### src/rtl/fwd_hazard_ctrl_if.sv
// Bus between the RV32 pipeline and the forwarding/hazard controller.
// master: pipeline side, drives ID/EX/bypass state and flush, receives selects and stalls.
// slave : controller side (fwd_hazard_ctrl).
// Signals:
//   id_*            instruction currently in ID (sources, destination, multi-cycle flag)
//   ex_*            instruction currently in EX (sources, load flag, destination)
//   src_we/src_wr   bypass sources after EX, bit/slice k-1 = source k (1 = MEM, nearest)
//   flush           IF/ID flush this cycle
//   forward_a/b     EX operand bypass selects, 0 = regfile, k = source k
//   stall_if/id     hold PC / IF-ID register
//   bubble_ex       insert NOP into ID/EX
//   mc_busy/mc_done multi-cycle op in flight / last busy cycle
//   stall_cnt       saturating count of stalled cycles
interface fwd_hazard_ctrl_if #(
    parameter int unsigned RADDR_W = 5,
    parameter int unsigned NSTAGE  = 2,
    parameter int unsigned CNT_W   = 32
);
    localparam int unsigned SEL_W = $clog2(NSTAGE + 1);

    logic                      id_valid;
    logic [RADDR_W-1:0]        id_rs1;
    logic [RADDR_W-1:0]        id_rs2;
    logic                      id_rs1_used;
    logic                      id_rs2_used;
    logic [RADDR_W-1:0]        id_wr;
    logic                      id_we;
    logic                      id_is_mc;
    logic [RADDR_W-1:0]        ex_rs1;
    logic [RADDR_W-1:0]        ex_rs2;
    logic                      ex_rs2_is_imm;
    logic                      ex_is_load;
    logic                      ex_we;
    logic [RADDR_W-1:0]        ex_wr;
    logic [NSTAGE-1:0]         src_we;
    logic [NSTAGE*RADDR_W-1:0] src_wr;
    logic                      flush;
    logic [SEL_W-1:0]          forward_a;
    logic [SEL_W-1:0]          forward_b;
    logic                      stall_if;
    logic                      stall_id;
    logic                      bubble_ex;
    logic                      mc_busy;
    logic                      mc_done;
    logic [CNT_W-1:0]          stall_cnt;

    modport master (
        output id_valid, id_rs1, id_rs2, id_rs1_used, id_rs2_used, id_wr, id_we, id_is_mc,
        output ex_rs1, ex_rs2, ex_rs2_is_imm, ex_is_load, ex_we, ex_wr,
        output src_we, src_wr, flush,
        input  forward_a, forward_b, stall_if, stall_id, bubble_ex, mc_busy, mc_done, stall_cnt
    );

    modport slave (
        input  id_valid, id_rs1, id_rs2, id_rs1_used, id_rs2_used, id_wr, id_we, id_is_mc,
        input  ex_rs1, ex_rs2, ex_rs2_is_imm, ex_is_load, ex_we, ex_wr,
        input  src_we, src_wr, flush,
        output forward_a, forward_b, stall_if, stall_id, bubble_ex, mc_busy, mc_done, stall_cnt
    );
endinterface

### src/rtl/fwd_hazard_ctrl.sv
// Forwarding and hazard controller for the RV32 pipeline.
// Picks the EX operand bypass source (nearest writer wins), detects load-use hazards and
// tracks one in-flight multi-cycle (MUL/DIV) op, stalling ID on RAW/WAW/structural conflicts.
// Ports:
//   clk  rising-edge clock
//   rst  asynchronous active-high reset
//   bus  fwd_hazard_ctrl_if.slave, see the interface for the individual signals
module fwd_hazard_ctrl #(
    parameter int unsigned RADDR_W = 5,
    parameter int unsigned NSTAGE  = 2,
    parameter int unsigned MC_LAT  = 4,
    parameter int unsigned CNT_W   = 32
) (
    input logic              clk,
    input logic              rst,
    fwd_hazard_ctrl_if.slave bus
);
    localparam int unsigned SEL_W = $clog2(NSTAGE + 1);
    localparam int unsigned MCC_W = $clog2(MC_LAT);
    localparam logic [MCC_W-1:0] MC_LOAD = MCC_W'(MC_LAT - 1);

    // True when the valid ID instruction actually reads register r (x0 never counts).
    function automatic logic hit_f(input logic [RADDR_W-1:0] r,
                                   input logic               valid,
                                   input logic [RADDR_W-1:0] rs1,
                                   input logic               rs1_used,
                                   input logic [RADDR_W-1:0] rs2,
                                   input logic               rs2_used);
        return valid && (r != '0) && ((rs1_used && rs1 == r) || (rs2_used && rs2 == r));
    endfunction

    logic               mc_busy_q, mc_busy_d;
    logic [MCC_W-1:0]   mc_cnt_q, mc_cnt_d;
    logic [RADDR_W-1:0] mc_wr_q, mc_wr_d;
    logic [CNT_W-1:0]   stall_cnt_q, stall_cnt_d;

    logic [SEL_W-1:0]   fwd_a, fwd_b;
    logic [RADDR_W-1:0] src_wr_k;
    logic               lu, mc_raw, mc_waw, mc_struct, stall, stall_out, issue;

    // Scan furthest to nearest so the nearest matching source is the one left standing.
    always_comb begin
        fwd_a    = '0;
        fwd_b    = '0;
        src_wr_k = '0;
        for (int k = int'(NSTAGE) - 1; k >= 0; k--) begin
            src_wr_k = bus.src_wr[k*RADDR_W +: RADDR_W];
            if (bus.src_we[k] && src_wr_k != '0 && src_wr_k == bus.ex_rs1) begin
                fwd_a = SEL_W'(k + 1);
            end
            if (bus.src_we[k] && src_wr_k != '0 && src_wr_k == bus.ex_rs2) begin
                fwd_b = SEL_W'(k + 1);
            end
        end
        if (bus.ex_rs2_is_imm || rst) fwd_b = '0;
        if (rst) fwd_a = '0;
    end

    always_comb begin
        lu = bus.ex_is_load && bus.ex_we &&
             hit_f(bus.ex_wr, bus.id_valid, bus.id_rs1, bus.id_rs1_used,
                   bus.id_rs2, bus.id_rs2_used);
        mc_raw = mc_busy_q &&
                 hit_f(mc_wr_q, bus.id_valid, bus.id_rs1, bus.id_rs1_used,
                       bus.id_rs2, bus.id_rs2_used);
        mc_waw = mc_busy_q && bus.id_valid && bus.id_we && bus.id_wr == mc_wr_q &&
                 bus.id_wr != '0;
        mc_struct = mc_busy_q && bus.id_valid && bus.id_is_mc;
        stall     = lu || mc_raw || mc_waw || mc_struct;
        // A flushed ID instruction is dead, so it neither stalls nor requests a bubble.
        stall_out = stall && !bus.flush && !rst;
        issue     = bus.id_valid && bus.id_is_mc && !stall && !bus.flush;
    end

    always_comb begin
        mc_busy_d   = mc_busy_q;
        mc_cnt_d    = mc_cnt_q;
        mc_wr_d     = mc_wr_q;
        stall_cnt_d = stall_cnt_q;
        if (issue) begin
            mc_busy_d = 1'b1;
            mc_cnt_d  = MC_LOAD;
            mc_wr_d   = bus.id_we ? bus.id_wr : '0;
        end else if (mc_busy_q) begin
            if (mc_cnt_q == '0) begin
                mc_busy_d = 1'b0;
            end else begin
                mc_cnt_d = mc_cnt_q - 1'b1;
            end
        end
        if (stall_out && stall_cnt_q != '1) begin
            stall_cnt_d = stall_cnt_q + 1'b1;
        end
    end

    always_ff @(posedge clk or posedge rst) begin
        if (rst) begin
            mc_busy_q   <= 1'b0;
            mc_cnt_q    <= '0;
            mc_wr_q     <= '0;
            stall_cnt_q <= '0;
        end else begin
            mc_busy_q   <= mc_busy_d;
            mc_cnt_q    <= mc_cnt_d;
            mc_wr_q     <= mc_wr_d;
            stall_cnt_q <= stall_cnt_d;
        end
    end

    always_comb begin
        bus.forward_a = fwd_a;
        bus.forward_b = fwd_b;
        bus.stall_if  = stall_out;
        bus.stall_id  = stall_out;
        bus.bubble_ex = stall_out;
        bus.mc_busy   = mc_busy_q;
        bus.mc_done   = mc_busy_q && (mc_cnt_q == '0);
        bus.stall_cnt = stall_cnt_q;
    end
endmodule
### src/flat_wrapper.sv
// flat-port wrapper written by rule: the top's interface ports become plain ports
module fwd_hazard_ctrl_flat 
#(
    parameter int unsigned RADDR_W = 5,
    parameter int unsigned NSTAGE  = 2,
    parameter int unsigned MC_LAT  = 4,
    parameter int unsigned CNT_W   = 32
)
  (clk, rst, bus_id_valid, bus_id_rs1, bus_id_rs2, bus_id_rs1_used, bus_id_rs2_used, bus_id_wr, bus_id_we, bus_id_is_mc, bus_ex_rs1, bus_ex_rs2, bus_ex_rs2_is_imm, bus_ex_is_load, bus_ex_we, bus_ex_wr, bus_src_we, bus_src_wr, bus_flush, bus_forward_a, bus_forward_b, bus_stall_if, bus_stall_id, bus_bubble_ex, bus_mc_busy, bus_mc_done, bus_stall_cnt);
  fwd_hazard_ctrl_if #(.RADDR_W(RADDR_W), .NSTAGE(NSTAGE), .CNT_W(CNT_W)) bus_i ();
  input logic clk;
  input logic rst;
  input wire logic [$bits(bus_i.id_valid)-1:0] bus_id_valid;
  input wire logic [$bits(bus_i.id_rs1)-1:0] bus_id_rs1;
  input wire logic [$bits(bus_i.id_rs2)-1:0] bus_id_rs2;
  input wire logic [$bits(bus_i.id_rs1_used)-1:0] bus_id_rs1_used;
  input wire logic [$bits(bus_i.id_rs2_used)-1:0] bus_id_rs2_used;
  input wire logic [$bits(bus_i.id_wr)-1:0] bus_id_wr;
  input wire logic [$bits(bus_i.id_we)-1:0] bus_id_we;
  input wire logic [$bits(bus_i.id_is_mc)-1:0] bus_id_is_mc;
  input wire logic [$bits(bus_i.ex_rs1)-1:0] bus_ex_rs1;
  input wire logic [$bits(bus_i.ex_rs2)-1:0] bus_ex_rs2;
  input wire logic [$bits(bus_i.ex_rs2_is_imm)-1:0] bus_ex_rs2_is_imm;
  input wire logic [$bits(bus_i.ex_is_load)-1:0] bus_ex_is_load;
  input wire logic [$bits(bus_i.ex_we)-1:0] bus_ex_we;
  input wire logic [$bits(bus_i.ex_wr)-1:0] bus_ex_wr;
  input wire logic [$bits(bus_i.src_we)-1:0] bus_src_we;
  input wire logic [$bits(bus_i.src_wr)-1:0] bus_src_wr;
  input wire logic [$bits(bus_i.flush)-1:0] bus_flush;
  output wire logic [$bits(bus_i.forward_a)-1:0] bus_forward_a;
  output wire logic [$bits(bus_i.forward_b)-1:0] bus_forward_b;
  output wire logic [$bits(bus_i.stall_if)-1:0] bus_stall_if;
  output wire logic [$bits(bus_i.stall_id)-1:0] bus_stall_id;
  output wire logic [$bits(bus_i.bubble_ex)-1:0] bus_bubble_ex;
  output wire logic [$bits(bus_i.mc_busy)-1:0] bus_mc_busy;
  output wire logic [$bits(bus_i.mc_done)-1:0] bus_mc_done;
  output wire logic [$bits(bus_i.stall_cnt)-1:0] bus_stall_cnt;
  assign bus_i.id_valid = bus_id_valid;
  assign bus_i.id_rs1 = bus_id_rs1;
  assign bus_i.id_rs2 = bus_id_rs2;
  assign bus_i.id_rs1_used = bus_id_rs1_used;
  assign bus_i.id_rs2_used = bus_id_rs2_used;
  assign bus_i.id_wr = bus_id_wr;
  assign bus_i.id_we = bus_id_we;
  assign bus_i.id_is_mc = bus_id_is_mc;
  assign bus_i.ex_rs1 = bus_ex_rs1;
  assign bus_i.ex_rs2 = bus_ex_rs2;
  assign bus_i.ex_rs2_is_imm = bus_ex_rs2_is_imm;
  assign bus_i.ex_is_load = bus_ex_is_load;
  assign bus_i.ex_we = bus_ex_we;
  assign bus_i.ex_wr = bus_ex_wr;
  assign bus_i.src_we = bus_src_we;
  assign bus_i.src_wr = bus_src_wr;
  assign bus_i.flush = bus_flush;
  assign bus_forward_a = bus_i.forward_a;
  assign bus_forward_b = bus_i.forward_b;
  assign bus_stall_if = bus_i.stall_if;
  assign bus_stall_id = bus_i.stall_id;
  assign bus_bubble_ex = bus_i.bubble_ex;
  assign bus_mc_busy = bus_i.mc_busy;
  assign bus_mc_done = bus_i.mc_done;
  assign bus_stall_cnt = bus_i.stall_cnt;
  fwd_hazard_ctrl #(.RADDR_W(RADDR_W), .NSTAGE(NSTAGE), .MC_LAT(MC_LAT), .CNT_W(CNT_W)) u_core (.clk(clk), .rst(rst), .bus(bus_i));
endmodule
### config.mk
export PLATFORM = sky130hd
export DESIGN_NAME = fwd_hazard_ctrl_flat
export DESIGN_NICKNAME = d
export VERILOG_FILES = /design/src/rtl/fwd_hazard_ctrl_if.sv /design/src/rtl/fwd_hazard_ctrl.sv /design/src/flat_wrapper.sv
export SDC_FILE = /design/constraint.sdc
export NUM_CORES = 1
export LEC_CHECK = 0
export BUFFER_PORTS_ARGS = -buffer_cell sky130_fd_sc_hd__clkbuf_2
export CORE_UTILIZATION = 40
export CTS_CLUSTER_SIZE = 16
export DETAILED_ROUTE_END_ITERATION = 8
export PLACE_DENSITY = 0.67
export SKIP_CTS_REPAIR_TIMING = 1
export SYNTH_ARGS = -nofsm -noshare
export SYNTH_HDL_FRONTEND = slang
export SYNTH_SLANG_ARGS = --single-unit
### constraint.sdc
create_clock -name clk -period 4.9 [get_ports clk]
set_input_delay 0.49 -clock clk [delete_from_list [all_inputs] [get_ports clk]]
set_output_delay 0.49 -clock clk [all_outputs]
set_load 0.05 [all_outputs]
==> flow_summary_export.csv <==
group,metric,value,unit
outcome,status,"finished clean",
logic_synthesis,yosys.area.top_type,"dfrtp_1",
floorplan,ios,94,
place,io_buffer_count,93,
logic_synthesis,yosysTopAreaCellShare,0.380,
clocking,clk_pin_slew,70,ps
drt,postRouteAntennaNets,0,
critical_path,r2r-end,"u_core.bus.stall_cnt[25]",
timing,min_period,3090,ps
drt,drt_first_pass_iters,4,
timing,fin_crit_sh,0.630,
global_routing,grt.overflow.total,0,
timing,clock_skew,7.62,ps
timing,rsz0062_at_grt,"false",
critical_path,critPathRequiredTime,4410,ps
layout,multi_input_area,1510,sq um
critical_path,critPathLaunchType,"input pin",
power,power_density,278,nW/um^2
global_routing,grt_pass1_wl,10200,um
global_routing,grt_use_total,0.178,
job,cap_viol_max_count,0,
power,p_leak,1.66,nW
worst_hold_path,min_path_type,"in -> async",
place,dp_cells,442,
clocking,cts_max_path_buffers,2,
layout,layoutNonFillerInstCount,449,
logic_synthesis,syn_inst,280,
critical_path,criticalPathCategory,"in -> out",
power,ir_drop,0.152,mV
critical_path,r2r_cells,8,
logic_synthesis,yosysUniqueCellTypes,34,
clocking,cts_tree,"done",
logic_synthesis,yosysWarningCount,0,
critical_path,worst_r2r_startpoint,"u_core.bus.stall_cnt[0]",
drt,drc,0,
floorplan,coreArea,6350,sq um
drt,viasPerCell,5.09,
critical_path,ff2ff_setup_slack,2290,ps
floorplan,num_rows,29,
global_routing,grt_pass1_vias,2230,
logic_synthesis,syn_avg_cell_area,9.42,sq um
drt,drtIter0Drc,131,
timing,setup_viol,0,
global_routing,grt_max_degree,42,
timing,worst_slew_pin_slew,603,ps
clocking,cts_buffers,5,
critical_path,endpoint_kind,"output pin",
clocking,cts_sinks,40,
logic_synthesis,synth.area.top_cells,"dfrtp_1 38%, xor2_1 14%, xnor2_1 11%",
clocking,root_buffer,"clkbuf_8",
place,place_congestion,0.918,
layout,fillers,596,
layout,area_growth,22.2,%
floorplan,die_x,83.2,um
logic_synthesis,synth_area,2640,sq um
floorplan,die_y,83.2,um
layout,nets,427,
drt,vias,2286,
layout,diodes,0,
clocking,ctsHtreeMaxLevel,2,
timing,final.setup.tns,0,ps
logic_synthesis,seq_area_frac_synth,0.380,
timing,drv_slew,0,
logic_synthesis,synth_seq_cells,40,
layout,seqCellArea,1000,sq um
layout,drive_gt1_frac,0.285,
timing,hold_violations,0,
timing,max_freq,324,MHz
drt,drt_wl_total,5990,um
timing,slew_headroom,0.598,
critical_path,crit_fanout,28,
critical_path,worst_ep_arrival_time,2600,ps
floorplan,die_area,6920,sq um
clocking,clk_latency,290,ps
place,dpl.hpwl,4770,um
floorplan,start_util,0.415,
logic_synthesis,synth_nets,335,
drt,wl_per_cell,13.3,um
global_routing,antenna_found_initial,0,
-- placed cells by master (no fill, tap or decap), types with 2 or more instances in the layout --
master    synthesis  layout
nor3_1           17      17
dfrtp_1          40      40
o21ai_0           2       2
and2_1            3       3
clkbuf_8          0       5
nor4_1           12      12
or4_1             4       4
nor4_4            3       3
nand2_1          25      25
nand4_1          14      14
nor2_1           12      12
mux2i_1           5       5
and3_1            9       9
clkbuf_2          0      93
ha_1              2       2
xor2_1           42      42
inv_1            16      16
xnor2_1          34      34
nand3_1          17      17
buf_4             2       2
-- metal layers --
metal,GRT usage,routed length [um],vias to the layer above
met2,0.291,2850,61
met4,0.0486,98,0
met3,0.0348,225,10
met1,0.242,2820,1062
met5,0,0,-
li1,-,-,1153
-- cell type report --
cell class,instances,area share
multi-input cells,214,0.468
clock inverters,1,0.00155
well taps,77,0.0299
repair buffers,95,0.149
clock buffers,6,0.0225
inverters,16,0.0186
flip-flops and latches,40,0.311
-- power by group --
group          total, mW  leakage, nW  internal [mW]  switching, mW
clock network      0.203       0.0410         0.0968          0.106
logic              0.283         1.09          0.109          0.174
registers          0.409        0.521          0.366         0.0437
-- registers in the layout, indices dropped and copies added (netlist names) --
| name | cells |
|---|---|
| u_core.mc_wr_q | 5 |
| u_core.bus.mc_busy | 1 |
| u_core.mc_cnt_q | 2 |
| u_core.bus.stall_cnt | 32 |
-- synth_stat cells, drive strengths merged --
cell and n:
mux2i 5, nor3 17, a211o 1, a21o 1
dfrtp 40, a32oi 1, xor2 42, nand3b 1
nor4b 2, nor2 12, buf 6, and2 3
mux2 1, inv 16, clkbuf 4, and4 1
xnor2 34, and4b 1, and3 9, o211ai 1
nand2b 1, o21ai 2, or4 4, nand4 14
nand3 17, nand2 25, nor4 15, o22ai 1
a311o 1, ha 2
-- critical path: stages --
cell,delay (ps)
clkbuf_2,110
xor2_1,170
nor4_1,310
nand3_1,110
a211o_1,330
a311o_1,320
buf_4,240
inv_1,190
clkbuf_2,310
-- worst max-delay path by stage --
| stage | from | depth (start not counted) | to | slack, ps |
|---|---|---|---|---|
| final | bus_ex_wr[3] | 9 | bus_stall_id | 1810 |
| after CTS | bus_ex_wr[3] | 9 | bus_stall_id | 1810 |
| after global routing | bus_ex_wr[3] | 9 | bus_stall_if | 1610 |
| after floorplan | rst | 3 | bus_forward_a[1] | 1490 |
| after global placement | bus_ex_wr[3] | 9 | bus_stall_id | 1880 |
| after detailed placement | bus_ex_wr[3] | 9 | bus_stall_id | 1810 |
-- kinds of logic after synthesis --
family | share of synthesized area
buffers and inverters | 0.0489
xor gates and xnor gates | 0.252
adders and majority gates | 0.00949
AOI/OAI and AO/OA | 0.0223
muxes | 0.0232
DFF | 0.380
and+or+nand+nor | 0.264
-- through the flow --
step	setup slack, ps	instance area, sq um	total power [mW]	hold slack (ps)	util
after floorplan	1490	2640	0.619	479	-
after global placement	1880	3150	0.695	481	0.495
after detailed placement	1810	3150	0.700	483	0.495
after CTS	1810	3220	0.908	379	0.508
after global routing	1610	3220	0.953	423	0.508
final	1810	3220	0.895	362	0.508
Power figures use the tool's default switching activity.
